$ cat config.mk
export PLATFORM = sky130hd
export DESIGN_NAME = scan_chain_programmer
export DESIGN_NICKNAME = d
export VERILOG_FILES = /design/src/rtl/scan_chain_programmer.sv
export SDC_FILE = /design/constraint.sdc
export NUM_CORES = 1
export LEC_CHECK = 0
export ABC_CLOCK_PERIOD_IN_PS = 2100
export CAP_MARGIN = 0
export CORE_MARGIN = 1.5
export CORE_UTILIZATION = 51
export DETAILED_ROUTE_END_ITERATION = 10
export PLACE_DENSITY = 0.81
export SYNTH_ARGS = -nofsm -noshare
export SYNTH_HDL_FRONTEND = slang
export SYNTH_SLANG_ARGS = --single-unit
$ cat constraint.sdc
create_clock -name clk -period 2.1 [get_ports clk]
set_input_delay 0.315 -clock clk [delete_from_list [all_inputs] [get_ports clk]]
set_output_delay 0.315 -clock clk [all_outputs]
set_load 0.05 [all_outputs]
$ cat src/rtl/scan_chain_programmer.sv
// Host-side scan-chain master: LOAD streams a byte image into the chain, DUMP recirculates it.
// Both modes return every bit leaving the chain as LSB-first bytes, zero-padded at the tail.
module scan_chain_programmer #(
    parameter int unsigned CHAIN_LEN = 280
) (
    input  logic       clk,
    input  logic       rst,
    input  logic       start,
    input  logic       dump,
    input  logic [7:0] in_data,
    input  logic       in_valid,
    output logic       in_ready,
    output logic [7:0] out_data,
    output logic       out_valid,
    input  logic       out_ready,
    output logic       busy,
    output logic       done,
    input  logic       proc_en_req,
    output logic       proc_en,
    output logic       scan_enable,
    output logic       scan_data_out,
    input  logic       scan_data_in
);

    localparam int unsigned NBYTES = (CHAIN_LEN + 7) / 8;
    // Wide enough for CHAIN_LEN and never narrower than the 4-bit per-byte counters.
    localparam int unsigned BlW    = $clog2(NBYTES * 8 + 1);

    typedef enum logic [2:0] {StIdle, StFetch, StShift, StEmit, StDone} state_t;

    state_t           state;
    logic             mode_dump;
    logic [BlW-1:0]   bits_left;
    logic [7:0]       tx;
    logic [7:0]       rx;
    logic [7:0]       rx_next;
    logic [7:0]       byte_mask;
    logic [3:0]       bit_cnt;
    logic [3:0]       nb;

    function automatic logic [3:0] chunk(input logic [BlW-1:0] left);
        return (left >= BlW'(8)) ? 4'd8 : left[3:0];
    endfunction

    always_comb begin
        rx_next                = rx;
        rx_next[bit_cnt[2:0]]  = scan_data_in;
        byte_mask              = 8'hFF >> (4'd8 - nb);
    end

    // In DUMP the chain output is fed straight back so exactly CHAIN_LEN shifts restore it.
    assign scan_data_out = (state == StShift) ? (mode_dump ? scan_data_in : tx[0]) : 1'b0;
    assign proc_en       = proc_en_req & (state == StIdle);

    always_ff @(posedge clk or posedge rst) begin
        if (rst) begin
            state       <= StIdle;
            mode_dump   <= 1'b0;
            bits_left   <= '0;
            tx          <= '0;
            rx          <= '0;
            bit_cnt     <= '0;
            nb          <= '0;
            out_data    <= '0;
            in_ready    <= 1'b0;
            out_valid   <= 1'b0;
            busy        <= 1'b0;
            done        <= 1'b0;
            scan_enable <= 1'b0;
        end else begin
            case (state)
                StIdle: begin
                    if (start) begin
                        mode_dump <= dump;
                        bits_left <= BlW'(CHAIN_LEN);
                        busy      <= 1'b1;
                        if (dump) begin
                            nb          <= chunk(BlW'(CHAIN_LEN));
                            bit_cnt     <= '0;
                            scan_enable <= 1'b1;
                            state       <= StShift;
                        end else begin
                            in_ready <= 1'b1;
                            state    <= StFetch;
                        end
                    end
                end
                StFetch: begin
                    if (in_valid) begin
                        tx          <= in_data;
                        in_ready    <= 1'b0;
                        nb          <= chunk(bits_left);
                        bit_cnt     <= '0;
                        scan_enable <= 1'b1;
                        state       <= StShift;
                    end
                end
                StShift: begin
                    rx      <= rx_next;
                    tx      <= {1'b0, tx[7:1]};
                    bit_cnt <= bit_cnt + 4'd1;
                    if (bit_cnt == nb - 4'd1) begin
                        scan_enable <= 1'b0;
                        out_valid   <= 1'b1;
                        out_data    <= rx_next & byte_mask;
                        bits_left   <= bits_left - BlW'(nb);
                        state       <= StEmit;
                    end
                end
                StEmit: begin
                    if (out_ready) begin
                        out_valid <= 1'b0;
                        if (bits_left == '0) begin
                            busy  <= 1'b0;
                            done  <= 1'b1;
                            state <= StDone;
                        end else if (mode_dump) begin
                            nb          <= chunk(bits_left);
                            bit_cnt     <= '0;
                            scan_enable <= 1'b1;
                            state       <= StShift;
                        end else begin
                            in_ready <= 1'b1;
                            state    <= StFetch;
                        end
                    end
                end
                StDone: begin
                    done  <= 1'b0;
                    state <= StIdle;
                end
                default: state <= StIdle;
            endcase
        end
    end

endmodule

# [Word-level counts from Yosys, hierarchy flattened]
# Cells that the tools add are included.
[totals] out_inout_bits=15 register_bits=50 in_bits=16
[classes] bitwise=2 muxes=58 addsub=4 shift=1 eq_ne=15 order_cmp=3 n_reduce_logical=22
[op_table] cell="$mux 4" count=13
[op_table] cell="$mux 1" count=23
[op_table] cell="$reduce_and 7->1" count=3
[op_table] cell="$mux 9" count=2
[op_table] cell="$ne 2x2->1 const B" count=9
[op_table] cell="$pmux 9 s2" count=1
[op_table] cell="$pmux 4 s4" count=1
[op_table] cell="$pmux 8 s2" count=1
[op_table] cell="$mux 3" count=5
[op_table] cell="$pmux 3 s4" count=1
[op_table] cell="$pmux 4 s3" count=1
[op_table] cell="$reduce_bool 2->1" count=5
[op_table] cell="$ge 9x4->1 const B" count=1
[op_table] cell="$logic_not 9->1" count=1
[op_table] cell="$reduce_and 3->1" count=3
[op_table] cell="$sub 9x4->9" count=1
[op_table] cell="$and 8x8->8" count=1
[op_table] cell="$bwmux 8" count=1
[op_table] cell="$mux 8" count=1
[op_table] cell="$reduce_and 4->1" count=2
[op_table] cell="$reduce_and 8->1" count=1
[op_table] cell="$shr 8x4->8 const A" count=1
[op_table] cell="$eq 3x2->1 const B" count=2
[op_table] cell="$pmux 1 s2" count=3
[op_table] cell="other kinds (19)" count=22

# [Logic depth before layout (Yosys ltp)]
# Gate-level depths: netlist of run 1.
[depth] ltp_word=6 mapped_depth=9 ltp_nobuf=9

# [Worst setup path before layout of run 1]
# OpenSTA, ideal clock, no wires.
[synth_timing] path_kind="register -> output" start="register state[0]" end="output port scan_data_out" slack_ps=-58 path_buffers=2 stages_incl_launch_ff=5 arrival_time_ps=1843 cell_sequence="dfrtp_1 > clkbuf_1 > or3b_1 > clkbuf_1 > nor2_1"
[synth_between] elab_chain_cells=2
[synth_lines] element="start, declared" line="31" rtl="state_t state;"
[synth_lines] element="start signal, assigned" line="57" rtl="state <= StIdle;"
[synth_lines] element="start signal, assigned" line="81" rtl="state <= StShift;"
[synth_lines] element="start signal, assigned" line="84" rtl="state <= StFetch;"
[synth_lines] element="$eq 3x2->1" line="52" rtl="assign scan_data_out = (state == StShift) ? (mode_dump ? scan_data_in : tx[0]) : 1'b0;"
[synth_lines] element="$mux 1" line="52"
[synth_lines] element="end, declared" line="21" rtl="output logic scan_data_out,"
# No other way between the ends.

# [Worst setup path after layout of run 1]
[layout_timing] start="register nb[0]" end="register out_data[6]"
[layout_between] elab_chain_cells=3 word_cells_on_any_way=6
[layout_lines] element="start, declared" line="39" rtl="logic [3:0] nb;"
[layout_lines] element="start signal, assigned" line="78" rtl="nb <= chunk(BlW'(CHAIN_LEN));"
[layout_lines] element="start signal, assigned" line="92" rtl="nb <= chunk(bits_left);"
[layout_lines] element="start signal, assigned" line="118" rtl="nb <= chunk(bits_left);"
[layout_lines] element="$sub 4x4->4 or $sub 4x1->4 (tied branches)" line="48, 102"
[layout_lines] element="$shr 8x4->8 or $eq 4x4->1 (tied branches)" line="48, 102"
[layout_lines] element="$and 8x8->8 or $reduce_and 2->1 (tied branches)"
[layout_lines] element="end signal, assigned" line="105" rtl="out_data <= rx_next & byte_mask;"
[layout_lines] element="end, declared" line="13" rtl="output logic [7:0] out_data,"
# Parallel ways exist; a longest one is shown, timed or not.
# A chain may end at the register's enable or synchronous reset.

==> results of run 1 <==
-- metrics by stage --
stage / cell area (sq um) / hold slack, ps / cells
finish: 3538 / 363.2 / 419
global route: 3538 / 411.3 / 419
CTS: 3475 / 372.2 / 415
detailed placement: 3371 / 460.2 / 407
global placement: 3371 / 464.0 / 407
floorplan: 2814 / 420.4 / 295
-- registers in the layout, summed over array words and instances (netlist names) --
name and count:
bit_cnt 4, bits_left 9, busy 1, done 1, in_ready 1, mode_dump 1
nb 4, out_data 8, out_valid 1, rx 8, scan_enable 1, state 3
tx 8
-- routing by layer --
layer	vias up	global-route usage
met5	-	0
met4	0	0.08545
met3	6	0.03333
met2	61	0.3561
met1	1141	0.3184
li1	1140	-
-- power groups by stage --
stage	registers, uW	logic (uW)	clock network (uW)
after CTS	1450	1990	564
after floorplan	1640	1140	0
after detailed placement	1460	1960	0
final	1420	2060	547
after global routing	1460	2230	591
after global placement	1450	1920	0
-- cell type report --
cell class,count,area [sq um],share of cell area
multi-input cells,215,1493,0.4219
flip-flops and latches,50,1254,0.3543
repair buffers,59,554.3,0.1566
well taps,70,87.58,0.02475
clock buffers,6,72.57,0.02051
inverters,17,63.81,0.01803
clock inverters,2,13.76,0.003890
-- cell families after synthesis --
| group | Yosys count | share of synthesized area |
|---|---|---|
| adders and majority gates | 11 | 0.05162 |
| buffers and inverters | 30 | 0.04094 |
| xor gates and xnor gates | 9 | 0.03827 |
| and+or+nand+nor | 111 | 0.1923 |
| muxes | 27 | 0.09880 |
| DFF | 50 | 0.4450 |
| AOI/OAI and AO/OA | 57 | 0.1331 |
-- worst max path at each step --
| stage | startpoint | to |
|---|---|---|
| finish | nb[0] | out_data[6] |
| global route | nb[0] | bits_left[7] |
| CTS | nb[0] | out_data[6] |
| detailed placement | nb[0] | out_data[6] |
| global placement | bits_left[0] | bits_left[8] |
| floorplan | nb[0] | bits_left[7] |
-- cells in the mapped netlist, drive strengths merged (2+ instances only) --
library cell,number,area share
a211oi,2,0.0053
a21o,3,0.0080
a21oi,7,0.012
a22o,4,0.012
a311oi,2,0.0062
a31oi,2,0.0044
and2,2,0.0044
buf,4,0.0062
clkbuf,9,0.012
dfrtp,50,0.45
ha,10,0.045
inv,17,0.023
mux2,6,0.024
mux2i,21,0.075
nand2,45,0.060
nand2b,3,0.0067
nand3,13,0.025
nand3b,2,0.0053
nand4,2,0.0044
nor2,18,0.024
nor2b,3,0.0067
nor3,14,0.031
nor4,2,0.0067
o211ai,2,0.0053
o21ai,23,0.041
o31ai,5,0.013
o41ai,3,0.0093
xnor2,4,0.012
xor2,3,0.0093
-- critical path, delay by kind of cell, from the launching register on --
| family | cells | cell delay [ps] |
|---|---|---|
| fa+ha+maj | 1 | 170 |
| simple gates | 2 | 310 |
| buf+inv | 2 | 240 |
| compound gates | 2 | 580 |
| flops | 1 | 420 |
| xor+xnor | 1 | 270 |
-- repair_timing --
action / in CTS / in global routing
resized for setup: 5 / 13
pin swaps: 1 / 8
setup endpoints to repair: 5 / 9
setup buffers: 0 / 4
hold buffers: 0 / 0
hold endpoints to repair: 0 / 0
==> Flow_metrics.wiki, run 1 <==
{| class="wikitable"
! Metric !! Value
|-
| Post-route clock skew || 9.841 ps
|-
| Number of global-route vias before repair || 2253
|-
| Clock tree from TritonCTS || done
|-
| Count of final setup violators || 0
|-
| DR DRC count || 0
|-
| Total net switching power || approximately 1700 uW
|-
| Post-DR vias/cell || ~5.6
|-
| Final weighted congestion of routability-driven global placement || around 0.88
|-
| Clock latency of the later-clocked register in the worst-skew pair || roughly 300 ps
|-
| Clock sinks || 50
|-
| First-pass iteration count of the detailed router || 5
|-
| Worst vdd rail ir drop || 742.1 uV
|-
| Wire length of the first global-routing pass || roughly 11000 microns
|-
| Root cell of the clock tree || clkbuf_8
|-
| Synth warn || 0
|-
| Depth of the worst register-to-register path || 8
|-
| Max-slew violation total from the final report || 0
|-
| Diodes inserted || 0
|-
| Count of state elements after synthesis || 50
|-
| Commonest cells after routing, fill and taps aside || dfrtp_1, nand2_1, clkdlybuf4s50_1
|-
| Max Clock Freq || 486.5 MHz
|-
| Placeable Area || roughly 5200 sq um
|-
| Filler instances || between 400 and 500
|-
| Final core occ || 0.6798
|-
| Min Clock Period, post-route || just over 2000 ps
|-
| WL/cell || about 15 microns
|-
| Nets@finish || 375
|-
| Proportion of power drawn by flip-flops and latches || 0.354
|-
| H-tree depth || 2
|-
| FF-to-FF End || out_data[6]
|-
| Syn Inst Count || slightly below 300
|-
| Die area || about 6000 sq um
|-
| Internal power || 2336 uW
|-
| Post-synth net total || about 320
|-
| Count of pins on the block boundary || 31
|-
| Number of port buffers || 30
|-
| Average footprint of a synthesized cell || 9.530 sq um
|-
| Die X-Extent || ~77 microns
|-
| Clock-pin slew on the worst setup and hold paths || 90 ps
|-
| Number of buffers created by CTS || 5
|-
| Proportion of synthesized flip-flops having asynchronous set or reset || 1.000
|-
| First DRT Iteration DRCs || 130
|-
| Area added between synthesis and finish || 25.86%
|-
| Detailed-route wire length || about 6300 microns
|-
| Final antenna-violating net count || 0
|-
| Seq/Total Area, Yosys || 0.4450
|-
| Proportion of layout cells with a drive suffix above 1 || 0.1977
|-
| Detailed Place HPWL || ~4700 microns
|-
| Switching part of the total power || 0.4202
|-
| Uppermost metal layer occupied by signal nets || met4
|-
| Routed metal-1 wire length || 2828 microns
|-
| Measured slew at the worst slew-check pin || roughly 670 ps
|-
| Maxcap violations || 0
|-
| FP Rows || 26
|-
| Worst R2R Start || nb[0]
|-
| Max_slew headroom || 0.5506
|-
| Global router's overall resource usage || 0.2269
|-
| Minimum setup slack among reg-to-reg paths || 40 ps
|-
| Total congestion overflow || 0
|-
| Power after layout || ~4000 uW
|-
| Leakage Power || around 0.0015 uW
|-
| Portion of total power attributed to the clock network || 0.136
|-
| HP Class || primary input to asynchronous set/reset pin
|-
| Number of synthesized flops with an enable pin || 0
|-
| Result of the run || finished clean
|-
| Data required time at the worst endpoint || 2340 ps
|-
| Pin count of the biggest net entering global routing || around 50
|-
| Met2 wirelength from detailed routing || around 3100 microns
|-
| Initial core utilization || 0.5401
|-
| Data arrival time of the critical path || approximately 2300 ps
|-
| Flip-flop cell with the highest count after synthesis || dfrtp_1
|-
| Fraction of the cycle the final worst path needs || 0.9788
|-
| Synthesized cell area || 2811 sq um
|-
| Delay of the slowest critical-path stage || 420 ps
|-
| Die H || between 70 and 80 microns
|-
| Routed wl met3 || 296 microns
|-
| Total via count in the routed design || 2348
|-
| Highest fanout seen on the critical path || 4
|-
| Number of library cell types mapped by synthesis || 49
|-
| Commonest non-fill, non-tap cell in the layout || dfrtp_1
|-
| Power per unit of standard cell area || about 1100 nW/um^2
|-
| Setup repair after global routing missed its margin || true
|-
| Fin. Hold Viols || 0
|-
| Slowest stage cell on the critical path || dfrtp_1
|-
| Crit Path Category || flip-flop to flip-flop
|-
| PnR worst setup slack || ~45 ps
|-
| Maximum clock path buffer count || 2
|-
| Initial antenna violation count || 0
|-
| Crit end category || flip-flop
|-
| Setup TNS after final layout || 0 ps
|-
| Comb pwr share || 0.511
|-
| CP Launch Type || flip-flop
|-
| Chain of cells forming the critical path || inv_2, ha_2, xor3_1, nor3_4, buf_6, nand2_2, o41ai_2, a22o_1
|-
| Worst setup slack before clock tree synthesis || -94.64 ps
|}
No activity file was read; power rests on OpenSTA's default activity.
==> inputs of run 2 (changes only) <==
- CTS_BUF_LIST: default -> sky130_fd_sc_hd__clkbuf_16
==> run 2 against run 1 <==
Clock-buffer cell count decreased by 1. Maximum frequency increased by 0.58%. Hold slack improved by 14 ps. Critical path depth unchanged. First-iteration DRC count unchanged. Clock power increased by 42%. Combinational power about the same. Sequential power about the same. Flip-flop and latch count unchanged. Critical path type unchanged. Largest cell class unchanged. Largest power group unchanged. Highest routed layer unchanged.
==> Flow_metrics.wiki, run 2 (same netlist as run 1, synthesis figures left out) <==
{| class="wikitable"
! Metric !! Value
|-
| Result of the run || finished clean
|-
| Fin. Hold Viols || 0 (unchanged)
|-
| Placeable Area || 5205 sq um (unchanged)
|-
| Crit Path Category || flip-flop to flip-flop
|-
| Post-DR vias/cell || 5.624 (+0.35%)
|-
| Diodes inserted || 0 (unchanged)
|-
| HP Class || primary input to asynchronous set/reset pin
|-
| Crit end category || flip-flop
|-
| Number of port buffers || 30 (unchanged)
|-
| Highest fanout seen on the critical path || 7 (+3)
|-
| Largest register FFs || 9 (unchanged)
|-
| Maximum clock path buffer count || 2 (unchanged)
|-
| Total congestion overflow || 0 (unchanged)
|-
| Die X-Extent || 77.25 microns (unchanged)
|-
| Initial antenna violation count || 0 (unchanged)
|-
| Final weighted congestion of routability-driven global placement || 0.8816 (unchanged)
|-
| Count of pins on the block boundary || 31 (unchanged)
|-
| Maxcap violations || 0 (unchanged)
|-
| Leakage Power || 0.001562 uW (+1.2%)
|-
| Final core occ || 0.6873 (+0.007452)
|-
| Critical Path Start || nb[0]
|-
| Final antenna-violating net count || 0 (unchanged)
|-
| Count of final setup violators || 0 (unchanged)
|-
| Wire length of the first global-routing pass || 10920 microns (+1.3%)
|-
| DR DRC count || 0 (unchanged)
|-
| Data arrival time of the critical path || 2270 ps (-20 ps)
|-
| Initial core utilization || 0.5401 (unchanged)
|-
| Met2 wirelength from detailed routing || 3105 microns (+0.55%)
|-
| WL/cell || 15.13 microns (+0.90%)
|-
| Global router's overall resource usage || 0.2312 (+0.004266)
|-
| Data required time at the worst endpoint || 2320 ps (-20 ps)
|-
| Worst R2R Start || nb[0]
|-
| Number of buffers created by CTS || 5 (unchanged)
|-
| Measured slew at the worst slew-check pin || 671.5 ps (+2.594 ps)
|-
| Register with the highest flop count || bits_left
|-
| Die area || 5967 sq um (unchanged)
|-
| Die H || 77.25 microns (unchanged)
|-
| Max-slew violation total from the final report || 0 (unchanged)
|-
| Worst hold margin || 376.8 ps (+13.62 ps)
|-
| Minimum setup slack among reg-to-reg paths || 60 ps (about the same)
|-
| Proportion of layout cells with a drive suffix above 1 || 0.1873 (-0.01039)
|-
| Uppermost metal layer occupied by signal nets || met4
|-
| Commonest cells after routing, fill and taps aside || dfrtp_1, nand2_1, clkdlybuf4s50_1
|-
| First-pass iteration count of the detailed router || 4 (-1)
|-
| Max_slew headroom || 0.5489 (-0.001743)
|-
| Total via count in the routed design || 2345 (-0.13%)
|-
| Post-route clock skew || 8.991 ps (-0.8496 ps)
|-
| Capture point of the critical path || out_data[6]
|-
| Finished Layout Cells || 417 (-0.48%)
|-
| Routed metal-1 wire length || 2819 microns (-0.32%)
|-
| Pin count of the biggest net entering global routing || 51 (unchanged)
|-
| Power after layout || 4237 uW (+5.1%)
|-
| Cell count after placement || 407 (unchanged)
|-
| Routed wl met3 || 289 microns (-2.4%)
|-
| Multi-input gate area || 1494 sq um (about the same)
|-
| Filler instances || 394 (-4.4%)
|-
| Max Clock Freq || 489.4 MHz (+0.58%)
|-
| CP Launch Type || flip-flop
|-
| Sequential cell area || 1254 sq um (unchanged)
|-
| # hold bufs at CTS || 0 (unchanged)
|-
| Depth of the worst register-to-register path || 8 (unchanged)
|-
| H-tree depth || 2 (unchanged)
|-
| First DRT Iteration DRCs || 130 (unchanged)
|-
| Number of global-route vias before repair || 2289 (+1.6%)
|-
| Fraction of the cycle the final worst path needs || 0.9731 (-0.005672)
|-
| Detailed-route wire length || 6309 microns (+0.41%)
|-
| Clock latency of the later-clocked register in the worst-skew pair || 290 ps (about the same)
|-
| Detailed Place HPWL || 4668 microns (unchanged)
|-
| Clock sinks || 50 (unchanged)
|-
| FP Rows || 26 (unchanged)
|-
| Clock-pin slew on the worst setup and hold paths || 70 ps (-20 ps)
|-
| Area added between synthesis and finish || 27.24%
|-
| Min Clock Period, post-route || 2043 ps (-11.91 ps)
|-
| FF-to-FF End || out_data[6]
|-
| Clock tree from TritonCTS || done
|-
| Worst vdd rail ir drop || 794.8 uV (+7.1%)
|-
| Commonest non-fill, non-tap cell in the layout || dfrtp_1
|-
| Setup repair after global routing missed its margin || true
|-
| Root cell of the clock tree || clkbuf_16
|-
| Power per unit of standard cell area || 1184 nW/um^2 (+4.0%)
|-
| Nets@finish || 373 (-0.53%)
|}
[run 2: area by class of cell]
type	instances	share of cell area
multi-input combinational	215	0.4176
sequential	50	0.3505
timing repair buffer	57	0.1497
clock buffer	5	0.03498
tap	70	0.02448
inverter	17	0.01784
clock inverter	3	0.004897
[run 2: report_power, final]
group          switching (uW)  internal, uW
Clock                     340           437
Sequential                193          1230
Combinational            1180           851
[run 2: how the worst min path moves through the flow]
stage / startpoint / endpoint / slack [ps] / cells past startpoint
6_report: rst / tx[7] / 380 / 3
5_1_grt: rst / state[2] / 440 / 3
4_1_cts: rst / rx[1] / 390 / 3
3_5_place_dp: out_data[5] / out_data[5] / 460 / 2
3_3_place_gp: out_data[2] / out_data[2] / 460 / 2
2_1_floorplan: dump / mode_dump / 420 / 2
[run 2: worst max-delay path: stages, from the launching register on]
cell	delay (ps)
dfrtp_1	420
inv_2	110
ha_4	210
xnor2_1	150
nor3_4	210
buf_4	190
nand2_1	110
o41ai_2	380
a22o_1	190
[run 2: metrics by stage]
step                      TNS [ps]  area [sq um]  setup slack [ps]
after global placement           0          3371             93.15
after CTS                        0          3541             17.06
after floorplan                  0          2814             18.81
final                            0          3577             56.53
after detailed placement    -105.8          3371            -94.64
after global routing        -4.637          3577            -4.637
[run 2: repair_timing]
item,4_1_cts,5_1_grt
gates resized for setup,6,9
setup endpoints to repair,5,7
pin swaps,2,4
setup buffers,0,2
[run 2: layer usage]
layer | vias up | GRT usage
li1 | 1143 | -
met1 | 1128 | 0.3181
met2 | 64 | 0.3658
met3 | 10 | 0.04405
met4 | 0 | 0.08000
met5 | - | 0
==> inputs of run 3 (changes only) <==
- CTS_BUF_LIST: sky130_fd_sc_hd__clkbuf_16 -> sky130_fd_sc_hd__clkbuf_8 sky130_fd_sc_hd__clkbuf_16
==> run 3 against run 2 <==
Register-to-register slack hardly changed. Core utilization down 0.75 points. Setup slack worse by 15 ps. Largest cell class unchanged. Sequential share of layout area grew 0.38 points. Routed wire length decreased by 0.19%. Critical path depth did not move. Clock skew up 2.7 ps. Non-clock buffer count rose by 2.
==> Flow_metrics.wiki, run 3 (same netlist as run 1, synthesis figures left out) <==
{| class="wikitable"
! Metric !! Value
|-
| Result of the run || finished clean
|-
| Maxcap violations || 0 (unchanged)
|-
| Root cell of the clock tree || clkbuf_8
|-
| Leakage Power || 0.001548 uW (-0.88%)
|-
| Max Clock Freq || 485.9 MHz (-0.71%)
|-
| Maximum clock path buffer count || 2 (unchanged)
|-
| Comb pwr share || 0.511 (+0.031)
|-
| Post-route clock skew || 11.69 ps (+2.702 ps)
|-
| Count of pins on the block boundary || 31 (unchanged)
|-
| Initial core utilization || 0.5401 (unchanged)
|-
| Multi-input gate area || 1493 sq um (about the same)
|-
| CP Launch Type || flip-flop
|-
| Worst setup slack before clock tree synthesis || -94.64 ps (unchanged)
|-
| Number of buffers created by CTS || 5 (unchanged)
|-
| Final core occ || 0.6798 (-0.007452)
|-
| Chain of cells forming the critical path || inv_2, ha_2, xor3_1, nor3_4, buf_6, nand2_2, o41ai_2, a22o_1
|-
| WL/cell || 15.03 microns (-0.67%)
|-
| Clock sinks || 50 (unchanged)
|-
| Sequential cell area || 1254 sq um (unchanged)
|-
| Number of port buffers || 30 (unchanged)
|-
| Final antenna-violating net count || 0 (unchanged)
|-
| Commonest cells after routing, fill and taps aside || dfrtp_1, nand2_1, clkdlybuf4s50_1
|-
| Largest register FFs || 9 (unchanged)
|-
| FP Rows || 26 (unchanged)
|-
| Proportion of power drawn by flip-flops and latches || 0.353 (+0.016)
|-
| Total net switching power || 1698 uW (-0.93%)
|-
| Data arrival time of the critical path || 2300 ps (+30 ps)
|-
| Die X-Extent || 77.25 microns (unchanged)
|-
| Detailed Place HPWL || 4668 microns (unchanged)
|-
| Final weighted congestion of routability-driven global placement || 0.8816 (unchanged)
|-
| Clock latency of the later-clocked register in the worst-skew pair || 300 ps (about the same)
|-
| # hold bufs at CTS || 0 (unchanged)
|-
| Nets@finish || 375 (+0.54%)
|-
| Setup repair after global routing missed its margin || true
|-
| HP Class || primary input to asynchronous set/reset pin
|-
| Post-DR vias/cell || 5.621 (about the same)
|-
| Slowest stage cell on the critical path || dfrtp_1
|-
| Fin. Hold Viols || 0 (unchanged)
|-
| Highest fanout seen on the critical path || 4 (-3)
|-
| Switching part of the total power || 0.4214 (+0.01681)
|-
| Delay of the slowest critical-path stage || 420 ps (about the same)
|-
| DR DRC count || 0 (unchanged)
|-
| Filler instances || 412 (+4.6%)
|-
| Die H || 77.25 microns (unchanged)
|-
| Clock-pin slew on the worst setup and hold paths || 90 ps (+20 ps)
|-
| Total congestion overflow || 0 (unchanged)
|-
| Internal power || 2332 uW (-7.6%)
|-
| Crit Path Category || flip-flop to flip-flop
|-
| Diodes inserted || 0 (unchanged)
|-
| Crit end category || flip-flop
|-
| Commonest non-fill, non-tap cell in the layout || dfrtp_1
|-
| Count of final setup violators || 0 (unchanged)
|-
| Data required time at the worst endpoint || 2340 ps (+20 ps)
|-
| Wire length of the first global-routing pass || 10770 microns (-1.3%)
|-
| First DRT Iteration DRCs || 130 (unchanged)
|-
| Die area || 5967 sq um (unchanged)
|-
| Placeable Area || 5205 sq um (unchanged)
|-
| Max-slew violation total from the final report || 0 (unchanged)
|-
| Portion of total power attributed to the clock network || 0.136 (-0.047)
|-
| Clock tree from TritonCTS || done
|-
| PnR worst setup slack || 41.82 ps (-14.71 ps)
|-
| Area added between synthesis and finish || 25.86%
|-
| Initial antenna violation count || 0 (unchanged)
|-
| Worst vdd rail ir drop || 752.7 uV (-5.3%)
|-
| Detailed-route wire length || 6297 microns (-0.19%)
|-
| Power per unit of standard cell area || 1139 nW/um^2 (-3.8%)
|-
| Number of global-route vias before repair || 2253 (-1.6%)
|-
| Measured slew at the worst slew-check pin || 666.8 ps (-4.694 ps)
|-
| Max_slew headroom || 0.5520 (+0.003153)
|-
| Proportion of layout cells with a drive suffix above 1 || 0.1977 (+0.01039)
|-
| Fraction of the cycle the final worst path needs || 0.9801 (+0.007006)
|-
| Global router's overall resource usage || 0.2269 (-0.004266)
|-
| Register with the highest flop count || bits_left
|-
| H-tree depth || 2 (unchanged)
|-
| Min Clock Period, post-route || 2058 ps (+14.71 ps)
|-
| Pin count of the biggest net entering global routing || 51 (unchanged)
|-
| Total via count in the routed design || 2355 (+0.43%)
|-
| First-pass iteration count of the detailed router || 4 (unchanged)
|}
-- run 3: cell count changes in the layout (fill, tap and decap cells not counted), sizes merged --
cell,previous run,this run
buf,29,31
-- run 3: stage by stage --
| step | TNS [ps] | hold WS (ps) | total power [uW] | std cells | area [sq um] |
|---|---|---|---|---|---|
| after floorplan | 0 | 420.4 | 2775 | 295 | 2814 |
| after global placement | 0 | 464.0 | 3367 | 407 | 3371 |
| after detailed placement | -105.8 | 460.2 | 3423 | 407 | 3371 |
| after CTS | -1.130 | 371.9 | 3997 | 415 | 3475 |
| after global routing | -15.25 | 411.3 | 4281 | 419 | 3538 |
| final | 0 | 360.2 | 4030 | 419 | 3538 |
-- run 3: cell type report --
| class | instances | share of cell area |
|---|---|---|
| inverters | 17 | 0.01803 |
| well taps | 70 | 0.02475 |
| clock inverters | 3 | 0.004951 |
| flip-flops and latches | 50 | 0.3543 |
| multi-input cells | 215 | 0.4219 |
| clock buffers | 5 | 0.01945 |
| repair buffers | 59 | 0.1566 |
-- run 3: critical path, delay by kind of cell (launching register included) --
| kind | cells | cell delay (ps) |
|---|---|---|
| AO/OA/AOI/OAI | 2 | 580 |
| flip-flops | 1 | 420 |
| AND/OR/NAND/NOR | 2 | 310 |
| XOR/XNOR | 1 | 270 |
| buffers and inverters | 2 | 240 |
| adder cells (fa/ha/maj) | 1 | 170 |
-- run 3: power by group through the flow --
stage | logic (uW) | registers [uW] | clock network [uW]
3_3_place_gp | 1920 | 1450 | 0
2_1_floorplan | 1140 | 1640 | 0
4_1_cts | 1990 | 1450 | 559
6_report | 2060 | 1420 | 547
3_5_place_dp | 1960 | 1460 | 0
5_1_grt | 2230 | 1460 | 586
-- run 3: path summary, 6_finish.rpt --
path | from | endpoint | slack (ps) | cells past startpoint
worst max-delay path | nb[0] | out_data[6] | 40 | 8
worst min-delay path | rst | tx[0] | 360 | 3
worst max register to register | nb[0] | out_data[6] | 40 | 8
worst min register to register | tx[4] | tx[3] | 480 | 2
max in group asynchronous | rst | state[0] | 1500 | 3
min in group clk | tx[4] | tx[3] | 480 | 2
-- run 3: repair_timing --
item / in CTS / in global routing
setup buffers: 0 / 4
endpoints found under the setup margin: 5 / 9
pin swaps: 1 / 8
resized for setup: 5 / 13
-- run 3: routing by layer --
layer | wire length, microns | track usage | vias to the layer above
met4 | 81 | 0.08545 | 0
li1 | - | - | 1145
met5 | 0 | 0 | -
met2 | 3082 | 0.3561 | 73
met1 | 2839 | 0.3184 | 1129
met3 | 294 | 0.03333 | 8
